### src/rtl/lcd_ctrl.sv
// Character LCD refresh controller: 32-byte text buffer streamed through an external LCD write block.
// Define LCD_CTRL_LINE2_EN to enable the second display line (function set 0x38, 38 transfers).
module lcd_ctrl #(
  parameter int CMD_DELAY = 250000
) (
  input  logic       iCLK,
  input  logic       iRST_N,
  input  logic       iWr,
  input  logic [4:0] iWrAddr,
  input  logic [7:0] iWrData,
  input  logic       iRefresh,
  output logic       oBusy,
  output logic [7:0] oDATA,
  output logic       oRS,
  output logic       oStart,
  input  logic       iDone
);

  localparam logic [2:0] S_LOAD  = 3'd0;
  localparam logic [2:0] S_START = 3'd1;
  localparam logic [2:0] S_WAIT  = 3'd2;
  localparam logic [2:0] S_DELAY = 3'd3;
  localparam logic [2:0] S_IDLE  = 3'd4;

`ifdef LCD_CTRL_LINE2_EN
  localparam logic [7:0] FUNC_SET = 8'h38;
  localparam logic [5:0] LAST_IDX = 6'd37;
`else
  localparam logic [7:0] FUNC_SET = 8'h30;
  localparam logic [5:0] LAST_IDX = 6'd20;
`endif

  localparam logic [5:0]  REFRESH_IDX = 6'd4;
  localparam logic [17:0] DELAY_LAST  = 18'(CMD_DELAY - 1);

  logic [7:0]  mem_q [32];
  logic [2:0]  state_q, state_d;
  logic [5:0]  idx_q, idx_d;
  logic [17:0] cnt_q, cnt_d;
  logic        pend_q, pend_d;
  logic        done_q;
  logic [7:0]  data_q, data_d;
  logic        rs_q, rs_d;
  logic        start_q, start_d;
  logic [7:0]  ld_data;
  logic        ld_rs;
  logic [4:0]  rd_addr;

  // Byte and register-select for the current sequence index.
  // NOTE: every always_comb output gets a default first so no path can infer a latch.
  always_comb begin
    ld_data = 8'h00;
    ld_rs   = 1'b0;
    rd_addr = 5'd0;
    if (idx_q <= 6'd4) begin
      case (idx_q[2:0])
        3'd0:    ld_data = FUNC_SET;
        3'd1:    ld_data = 8'h0C;
        3'd2:    ld_data = 8'h01;
        3'd3:    ld_data = 8'h06;
        default: ld_data = 8'h80;
      endcase
    end else if (idx_q <= 6'd20) begin
      rd_addr = 5'(idx_q - 6'd5);
      ld_data = mem_q[rd_addr];
      ld_rs   = 1'b1;
    end else if (idx_q == 6'd21) begin
      ld_data = 8'hC0;
    end else begin
      rd_addr = 5'(idx_q - 6'd6);
      ld_data = mem_q[rd_addr];
      ld_rs   = 1'b1;
    end
  end

  always_comb begin
    state_d = state_q;
    idx_d   = idx_q;
    cnt_d   = cnt_q;
    pend_d  = pend_q | iRefresh;
    data_d  = data_q;
    rs_d    = rs_q;
    start_d = 1'b0;
    case (state_q)
      S_LOAD: begin
        data_d  = ld_data;
        rs_d    = ld_rs;
        state_d = S_START;
      end
      S_START: begin
        start_d = 1'b1;
        state_d = S_WAIT;
      end
      S_WAIT: begin
        // Only a fresh rising edge of iDone completes the transfer.
        if (iDone && !done_q) begin
          cnt_d   = '0;
          state_d = S_DELAY;
        end
      end
      S_DELAY: begin
        if (cnt_q == DELAY_LAST) begin
          if (idx_q < LAST_IDX) begin
            idx_d   = idx_q + 6'd1;
            state_d = S_LOAD;
          end else begin
            state_d = S_IDLE;
          end
        end else begin
          cnt_d = cnt_q + 18'd1;
        end
      end
      S_IDLE: begin
        if (pend_q) begin
          pend_d  = 1'b0;
          idx_d   = REFRESH_IDX;
          state_d = S_LOAD;
        end else begin
          pend_d = iRefresh;
        end
      end
      default: state_d = S_LOAD;
    endcase
  end

  // NOTE: sequential state uses non-blocking assignments so every register samples pre-edge values.
  always_ff @(posedge iCLK or negedge iRST_N) begin
    if (!iRST_N) begin
      state_q <= S_LOAD;
      idx_q   <= '0;
      cnt_q   <= '0;
      pend_q  <= 1'b0;
      done_q  <= 1'b0;
      data_q  <= 8'h00;
      rs_q    <= 1'b0;
      start_q <= 1'b0;
    end else begin
      state_q <= state_d;
      idx_q   <= idx_d;
      cnt_q   <= cnt_d;
      pend_q  <= pend_d;
      done_q  <= iDone;
      data_q  <= data_d;
      rs_q    <= rs_d;
      start_q <= start_d;
    end
  end

  // NOTE: the text buffer is reset to spaces, so it must be flops rather than a RAM macro.
  always_ff @(posedge iCLK or negedge iRST_N) begin
    if (!iRST_N) begin
      for (int i = 0; i < 32; i++) mem_q[i] <= 8'h20;
    end else if (iWr) begin
      mem_q[iWrAddr] <= iWrData;
    end
  end

  assign oBusy  = (state_q != S_IDLE) || pend_q;
  assign oDATA  = data_q;
  assign oRS    = rs_q;
  assign oStart = start_q;

endmodule

### config.mk
export PLATFORM = sky130hd
export DESIGN_NAME = lcd_ctrl
export DESIGN_NICKNAME = d
export VERILOG_FILES = /design/src/rtl/lcd_ctrl.sv
export SDC_FILE = /design/constraint.sdc
export NUM_CORES = 1
export LEC_CHECK = 0
export CAP_MARGIN = 20
export CELL_PAD_IN_SITES_DETAIL_PLACEMENT = 0
export CELL_PAD_IN_SITES_GLOBAL_PLACEMENT = 1
export CORE_UTILIZATION = 29
export CTS_CLUSTER_DIAMETER = 60
export CTS_CLUSTER_SIZE = 25
export DETAILED_ROUTE_END_ITERATION = 12
export PLACE_DENSITY_LB_ADDON = 0.1
export SETUP_SLACK_MARGIN = 0.5
export SLEW_MARGIN = 20
export SYNTH_ARGS = -nofsm -noshare
export SYNTH_HDL_FRONTEND = slang
export SYNTH_SLANG_ARGS = --single-unit
### constraint.sdc
create_clock -name iCLK -period 4.7 [get_ports iCLK]
set_input_delay 0.94 -clock iCLK [delete_from_list [all_inputs] [get_ports iCLK]]
set_output_delay 0.94 -clock iCLK [all_outputs]
set_load 0.05 [all_outputs]
==> results of run 1 <==
state kept, by name, summed over array words and instances (netlist names):
register and cells:
oStart 1, oDATA 8, mem_q 256, idx_q 6
done_q 1, oRS 1, state_q 3, pend_q 1
cnt_q 18
synth_stat cells, drive strengths merged (14+ instances only):
cell type / count
a21oi: 18
mux2i: 20
xor2: 14
mux4: 142
mux2: 258
nor2: 59
dfrtp: 263
clkbuf: 51
nand3: 14
dfstp: 32
nand2: 62
buf: 34
where the power goes:
| group | switching [uW] | internal, uW | leakage, uW |
|---|---|---|---|
| registers | 502 | 3070 | 0.00371 |
| logic | 2790 | 2770 | 0.00326 |
| clock network | 1220 | 1810 | 0.000630 |
| total | 4510 | 7650 | 0.00760 |
routing by layer:
| metal | track usage (%) | wire [um] | vias up |
|---|---|---|---|
| li1 | - | - | 4388 |
| met1 | 25.9 | 23500 | 5441 |
| met2 | 27.8 | 22600 | 199 |
| met3 | 3.90 | 2280 | 65 |
| met4 | 4.29 | 955 | 0 |
| met5 | 0 | 0 | - |
per-stage QoR:
step                total power [uW]  utilization, %  hold WS [ns]
floorplan                       7570               -         0.465
global placement                9290            31.4         0.495
detailed placement              9290            31.4         0.489
CTS                            12400            33.8         0.393
global route                   12900            33.8         0.419
finish                         12200            33.8         0.379
worst paths after layout:
path                                           start                     end  slack, ns  cells past startpoint
worst max-delay path            idx_q[1]$_DFFE_PN0P_    oDATA[1]$_DFFE_PN0N_       1.05                      8
worst min-delay path                          iRST_N  mem_q[131]$_DFFE_PN0P_       0.38                      1
worst max register to register  idx_q[1]$_DFFE_PN0P_    oDATA[1]$_DFFE_PN0N_       1.05                      8
worst min register to register  cnt_q[1]$_DFFE_PN0P_    cnt_q[1]$_DFFE_PN0P_       0.50                      2
max in group asynchronous                     iRST_N   mem_q[86]$_DFFE_PN0P_       3.21                      2
min in group iCLK               cnt_q[1]$_DFFE_PN0P_    cnt_q[1]$_DFFE_PN0P_       0.50                      2
worst max-delay path, stage by stage (launching register included):
cell,delay [ns]
dfrtp_4,0.69
ha_1,0.62
a21oi_1,0.21
xnor2_4,0.87
buf_4,0.33
mux2i_1,0.38
a311oi_1,0.15
o211ai_1,0.17
a21boi_1,0.09
cell families after synthesis:
family                   count (synthesis)
AO/OA/AOI/OAI                           88
adder cells (fa/ha/maj)                  9
flip-flops                             295
multiplexers                           420
XOR/XNOR                                21
AND/OR/NAND/NOR                        200
buffers and inverters                   91
cell usage in the layout (no fill, tap or decap), drive strengths merged, types with 4 or more instances in the layout:
cell           count
a21boi             4
a21oi             18
a31oi             12
and3              12
buf               44
clkbuf            55
clkdlybuf4s50     23
clkinv             5
clkinvlp           6
dfrtp            263
dfstp             32
ha                 9
inv                9
mux2             258
mux2i             20
mux4             142
nand2             62
nand3             14
nand3b             4
nor2              59
nor2b              6
nor3              10
nor3b              6
o2111ai            7
o211ai             5
o21ai             13
o22ai              4
or3                5
or4                4
xnor2              7
xor2              14
area by class of cell:
type | instances | area, um2 | share of cell area, %
Timing Repair Buffer | 67 | 608 | 3.27
Inverter | 6 | 22.5 | 0.121
Multi-Input combinational cell | 738 | 8290 | 44.6
Tap cell | 748 | 936 | 5.03
Sequential cell | 295 | 7430 | 39.9
Clock inverter | 15 | 150 | 0.807
Clock buffer | 55 | 1170 | 6.28
==> reports/qor.txt, run 1 <==
status = finished, final reports clean
pin count of the biggest net entering global routing = 90
Core Box Area = 0.0551 mm2
asr flop ratio synth = 100%
first-pass GRT wire length = 74700 um
compound-cell area share of the yosys netlist = 3.89%
DRT Pass-1 Iters = 5
drt via density = 5.25
Peak VDD IR = 0.405 mV
Row Count = 86
All-Layer GR Usage = 18.1%
Post-Synth XOR/XNOR Area = 1.44%
P&R area growth vs syn = 15.2%
Finished Layout Cells = 1924
Hold Violations, Final = 0
max frequency = 0.274 GHz
Hold Crit Class = in2async
Yosys cell types = 69
Area after DPL = 0.0173 mm2
CP endpoint kind = flop
DP Cell Count = 1854
vias in the first global route = 10500
Main synth FF type = dfrtp_1
post-synthesis adder-cell area fraction = 0.697%
PwrDens = 653 mW/mm2
crit path DAT = 4.08 ns
pre-CTS WS = 0.970 ns
n_diodes = 0
Routed WL = 49400 um
Die H = 238 um
P_leak = 0.00760 uW
CP Launch Type = flop
hold_buf cts = 0
mux cell area share after synthesis = 39.1%
post-cts sizing count = 0
NumNets Final = 1173
Clock transition at path regs = 0.06 ns
DR WL/cell = 25.7 um
hpwl dp = 33700 um
sequential area share after synthesis = 45.9%
Worst Skew = 0.0227 ns
num ports = 29
design area = 0.0186 mm2
Die Wd = 238 um
fillers = 5425
worst skew pair latency = 0.56 ns
combinational family with the most area after synthesis = multiplexers
Yosys Warn Count = 0
H-tree levels = 2
antenna viol nets, final = 0
I/O Buffers = 28
layout cells sized above 1 = 47.5%
Synth Area per Inst = 14.4 um2
CP required = 5.14 ns
initial antenna violation count = 0
Post-Syn Nets = 1151
MaxCap Viol Count = 0
Post-synth EDFFs = 0
Crit Path Class = reg2reg
die area = 0.0567 mm2
RSZ-0062 raised after global routing = false
crit-path max FO = 25
total grt overflow = 0
DR DRC count = 0
Least-Margin Pin Slew = 1.07 ns
Syn Inst Count = 1124
CTS tree = done
Initial Utilization = 29.3%
Slew Limit Fails = 0
fin worst setup slack = 1.05 ns
final worst path period share = 77.6%
CTS Buf Count = 38
Longest Clk Path Bufs = 3
Placer Congestion = 0.824
minimum clock period = 3.65 ns
DR iter-0 viols = 626
share of the synthesized area in the top cell type = 40.7%
vias = 10100
max_slew headroom = 28.6%
Final Setup Violations = 0
setup tns final = 0 ns
clk sink count = 295
post-synthesis register bit count = 295
mapped cell area = 0.0162 mm2
dominant cell type by area after synthesis = dfrtp_1
clk root buf = clkbuf_16
Post-Synth Simple-Gate Area = 6.00%
largest cells by area after synthesis = dfrtp_1, mux4_2, mux2_2, dfstp_2, nand2_1
Post-CTS Setup Bufs = 0
(Power assumes the default switching activity.)
==> inputs of run 2 (changes only) <==
==> constraint.sdc (replaced) <==
create_clock -name iCLK -period 3.8 [get_ports iCLK]
set_input_delay 0.76 -clock iCLK [delete_from_list [all_inputs] [get_ports iCLK]]
set_output_delay 0.76 -clock iCLK [all_outputs]
set_load 0.05 [all_outputs]
==> run 2 against run 1 <==
  * Fmax up 18%
  * Sequential cell count did not move
  * Combinational power rose by 31%
  * Critical path depth unchanged
  * Clock skew is 0.0038 ns lower
  * Routed wire length grew 2.8%
  * Sequential share of layout area fell by 0.26 points
  * Largest power group unchanged
  * Highest routed layer unchanged
==> reports/qor.txt, run 2 (synthesis gave the netlist of run 1 again) <==
RSZ-0062 raised after global routing = false (unchanged)
initial antenna violation count = 1 (was 0)
Hold Violations, Final = 0 (unchanged)
Top reg by flops = mem_q (unchanged)
pin count of the biggest net entering global routing = 78 (was 90)
Logic pwr share = 47.5% (was 45.8%)
Clock power frac = 24.1% (was 24.9%)
layout cells sized above 1 = 47.9% (was 47.5%)
DR iter-0 viols = 651 (was 626)
CP required = 4.25 ns (was 5.14 ns)
commonest non-fill, non-tap cell in the layout = dfrtp_1 (unchanged)
Worst Skew = 0.0188 ns (was 0.0227 ns)
H-tree levels = 2 (unchanged)
PwrDens = 818 mW/mm2 (was 653 mW/mm2)
Storage cell area = 0.00743 mm2 (unchanged)
multi-input logic area = 0.00829 mm2 (about the same)
Crit Path Class = reg2reg (unchanged)
sequential share of power = 28.3% (was 29.4%)
Switching Share = 38.2% (was 37.1%)
worst skew pair latency = 0.56 ns (about the same)
Peak VDD IR = 0.374 mV (was 0.405 mV)
vias = 10200 (was 10100)
setup tns final = 0 ns (unchanged)
CP endpoint kind = flop (unchanged)
crit path DAT = 3.55 ns (was 4.08 ns)
P_leak = 0.00767 uW (was 0.00760 uW)
Area after DPL = 0.0175 mm2 (was 0.0173 mm2)
CTS tree = done (unchanged)
n_diodes = 0 (unchanged)
Routed WL = 50800 um (was 49400 um)
Row Count = 86 (unchanged)
num ports = 29 (unchanged)
Slew Limit Fails = 0 (unchanged)
minimum clock period = 3.10 ns (was 3.65 ns)
NumNets Final = 1187 (was 1173)
vias in the first global route = 10800 (was 10500)
MaxCap Viol Count = 0 (unchanged)
hpwl dp = 35200 um (was 33700 um)
Longest Clk Path Bufs = 3 (unchanged)
I/O Buffers = 28 (unchanged)
DRT Pass-1 Iters = 4 (was 5)
final worst path period share = 81.6% (was 77.6%)
Final Setup Violations = 0 (unchanged)
Power Internal = 9460 uW (was 7650 uW)
most frequent cells in the layout = dfrtp_1, mux2_2, mux4_2 (unchanged)
Hold Crit Class = in2async (unchanged)
max_slew headroom = 30.2% (was 28.6%)
net switching power = 5850 uW (was 4510 uW)
fin worst setup slack = 0.699 ns (was 1.05 ns)
All-Layer GR Usage = 18.6% (was 18.1%)
crit-path max FO = 12 (was 25)
pre-CTS WS = 0.607 ns (was 0.970 ns)
design area = 0.0187 mm2 (was 0.0186 mm2)
Least-Margin Pin Slew = 1.04 ns (was 1.07 ns)
overall power = 15300 uW (was 12200 uW)
Clock transition at path regs = 0.06 ns (about the same)
clk root buf = clkbuf_16 (unchanged)
P&R area growth vs syn = 15.9% (was 15.2%)
status = finished, final reports clean (unchanged)
Core Box Area = 0.0551 mm2 (unchanged)
max frequency = 0.323 GHz (was 0.274 GHz)
Placer Congestion = 0.818 (was 0.824)
drt via density = 5.28 (was 5.25)
first-pass GRT wire length = 76600 um (was 74700 um)
DR DRC count = 0 (unchanged)
antenna viol nets, final = 0 (unchanged)
die area = 0.0567 mm2 (unchanged)
DR WL/cell = 26.2 um (was 25.7 um)
total grt overflow = 0 (unchanged)
fin util = 34.0% (was 33.8%)
fillers = 5419 (was 5425)
Initial Utilization = 29.3% (unchanged)
Die H = 238 um (unchanged)
CTS Buf Count = 37 (was 38)
CP Launch Type = flop (unchanged)
clk sink count = 295 (unchanged)
max reg flops = 256 (unchanged)
Post-CTS Setup Bufs = 0 (unchanged)
Die Wd = 238 um (unchanged)
==> run 2: changes by cell type in the layout (fill, tap and decap cells not counted), moves of 4 or more <==
| cell | before | now |
|---|---|---|
| buf_12 | 4 | 8 |
| clkbuf_8 | 9 | 2 |
| inv_6 | 1 | 5 |
| clkinv_4 | 2 | 6 |
| buf_4 | 35 | 46 |
==> run 2: stage by stage <==
stage               hold WS (ns)  instances
floorplan                  0.464       1124
global placement           0.494       1869
detailed placement         0.505       1869
CTS                        0.234       1937
global route               0.271       1937
finish                     0.239       1937
==> run 2: timing repair <==
action | in CTS | in global routing
endpoints found under the setup margin | 0 | 1
hold buffers | 0 | 0
gates resized for setup | 0 | 1
endpoints found under the hold margin | 0 | 0
==> run 2: worst max-delay path: stages (launching register included) <==
cell and delay [ns]:
dfrtp_4 0.53, inv_1 0.18, ha_4 0.48, buf_4 0.29
mux4_2 0.53, mux4_2 0.53, mux2_2 0.29, nand2_1 0.08
o221ai_2 0.08
==> run 2: power groups by stage <==
stage,Sequential [uW],Clock (uW),Combinational (uW)
finish,4340,3690,7280
detailed placement,4390,0,7400
global placement,4390,0,7350
global route,4440,3960,7770
CTS,4340,3830,7410
floorplan,4130,0,5250
==> run 2: path summary, 6_finish.rpt <==
path	endpoint	cells past startpoint	slack [ns]	start
worst max-delay path	oDATA[2]$_DFFE_PN0N_	8	0.70	idx_q[1]$_DFFE_PN0P_
worst min-delay path	mem_q[30]$_DFFE_PN0P_	1	0.24	iRST_N
worst max register to register	oDATA[2]$_DFFE_PN0N_	8	0.70	idx_q[1]$_DFFE_PN0P_
worst min register to register	cnt_q[1]$_DFFE_PN0P_	2	0.51	cnt_q[1]$_DFFE_PN0P_
max in group asynchronous	idx_q[0]$_DFFE_PN0P_	2	2.69	iRST_N
min in group iCLK	cnt_q[1]$_DFFE_PN0P_	2	0.51	cnt_q[1]$_DFFE_PN0P_
==> run 2: cell type report <==
| class | count | share of cell area (%) |
|---|---|---|
| Clock buffer | 45 | 5.44 |
| Clock inverter | 23 | 1.34 |
| Inverter | 6 | 0.120 |
| Multi-Input combinational cell | 738 | 44.2 |
| Sequential cell | 295 | 39.7 |
| Tap cell | 748 | 5.00 |
| Timing Repair Buffer | 82 | 4.21 |
==> run 2: metal layers <==
metal	share of wire, %	global-route usage, %
met5	0	0
met4	1.8	4.12
met1	47	26.5
met3	4.8	3.98
met2	46	29.0
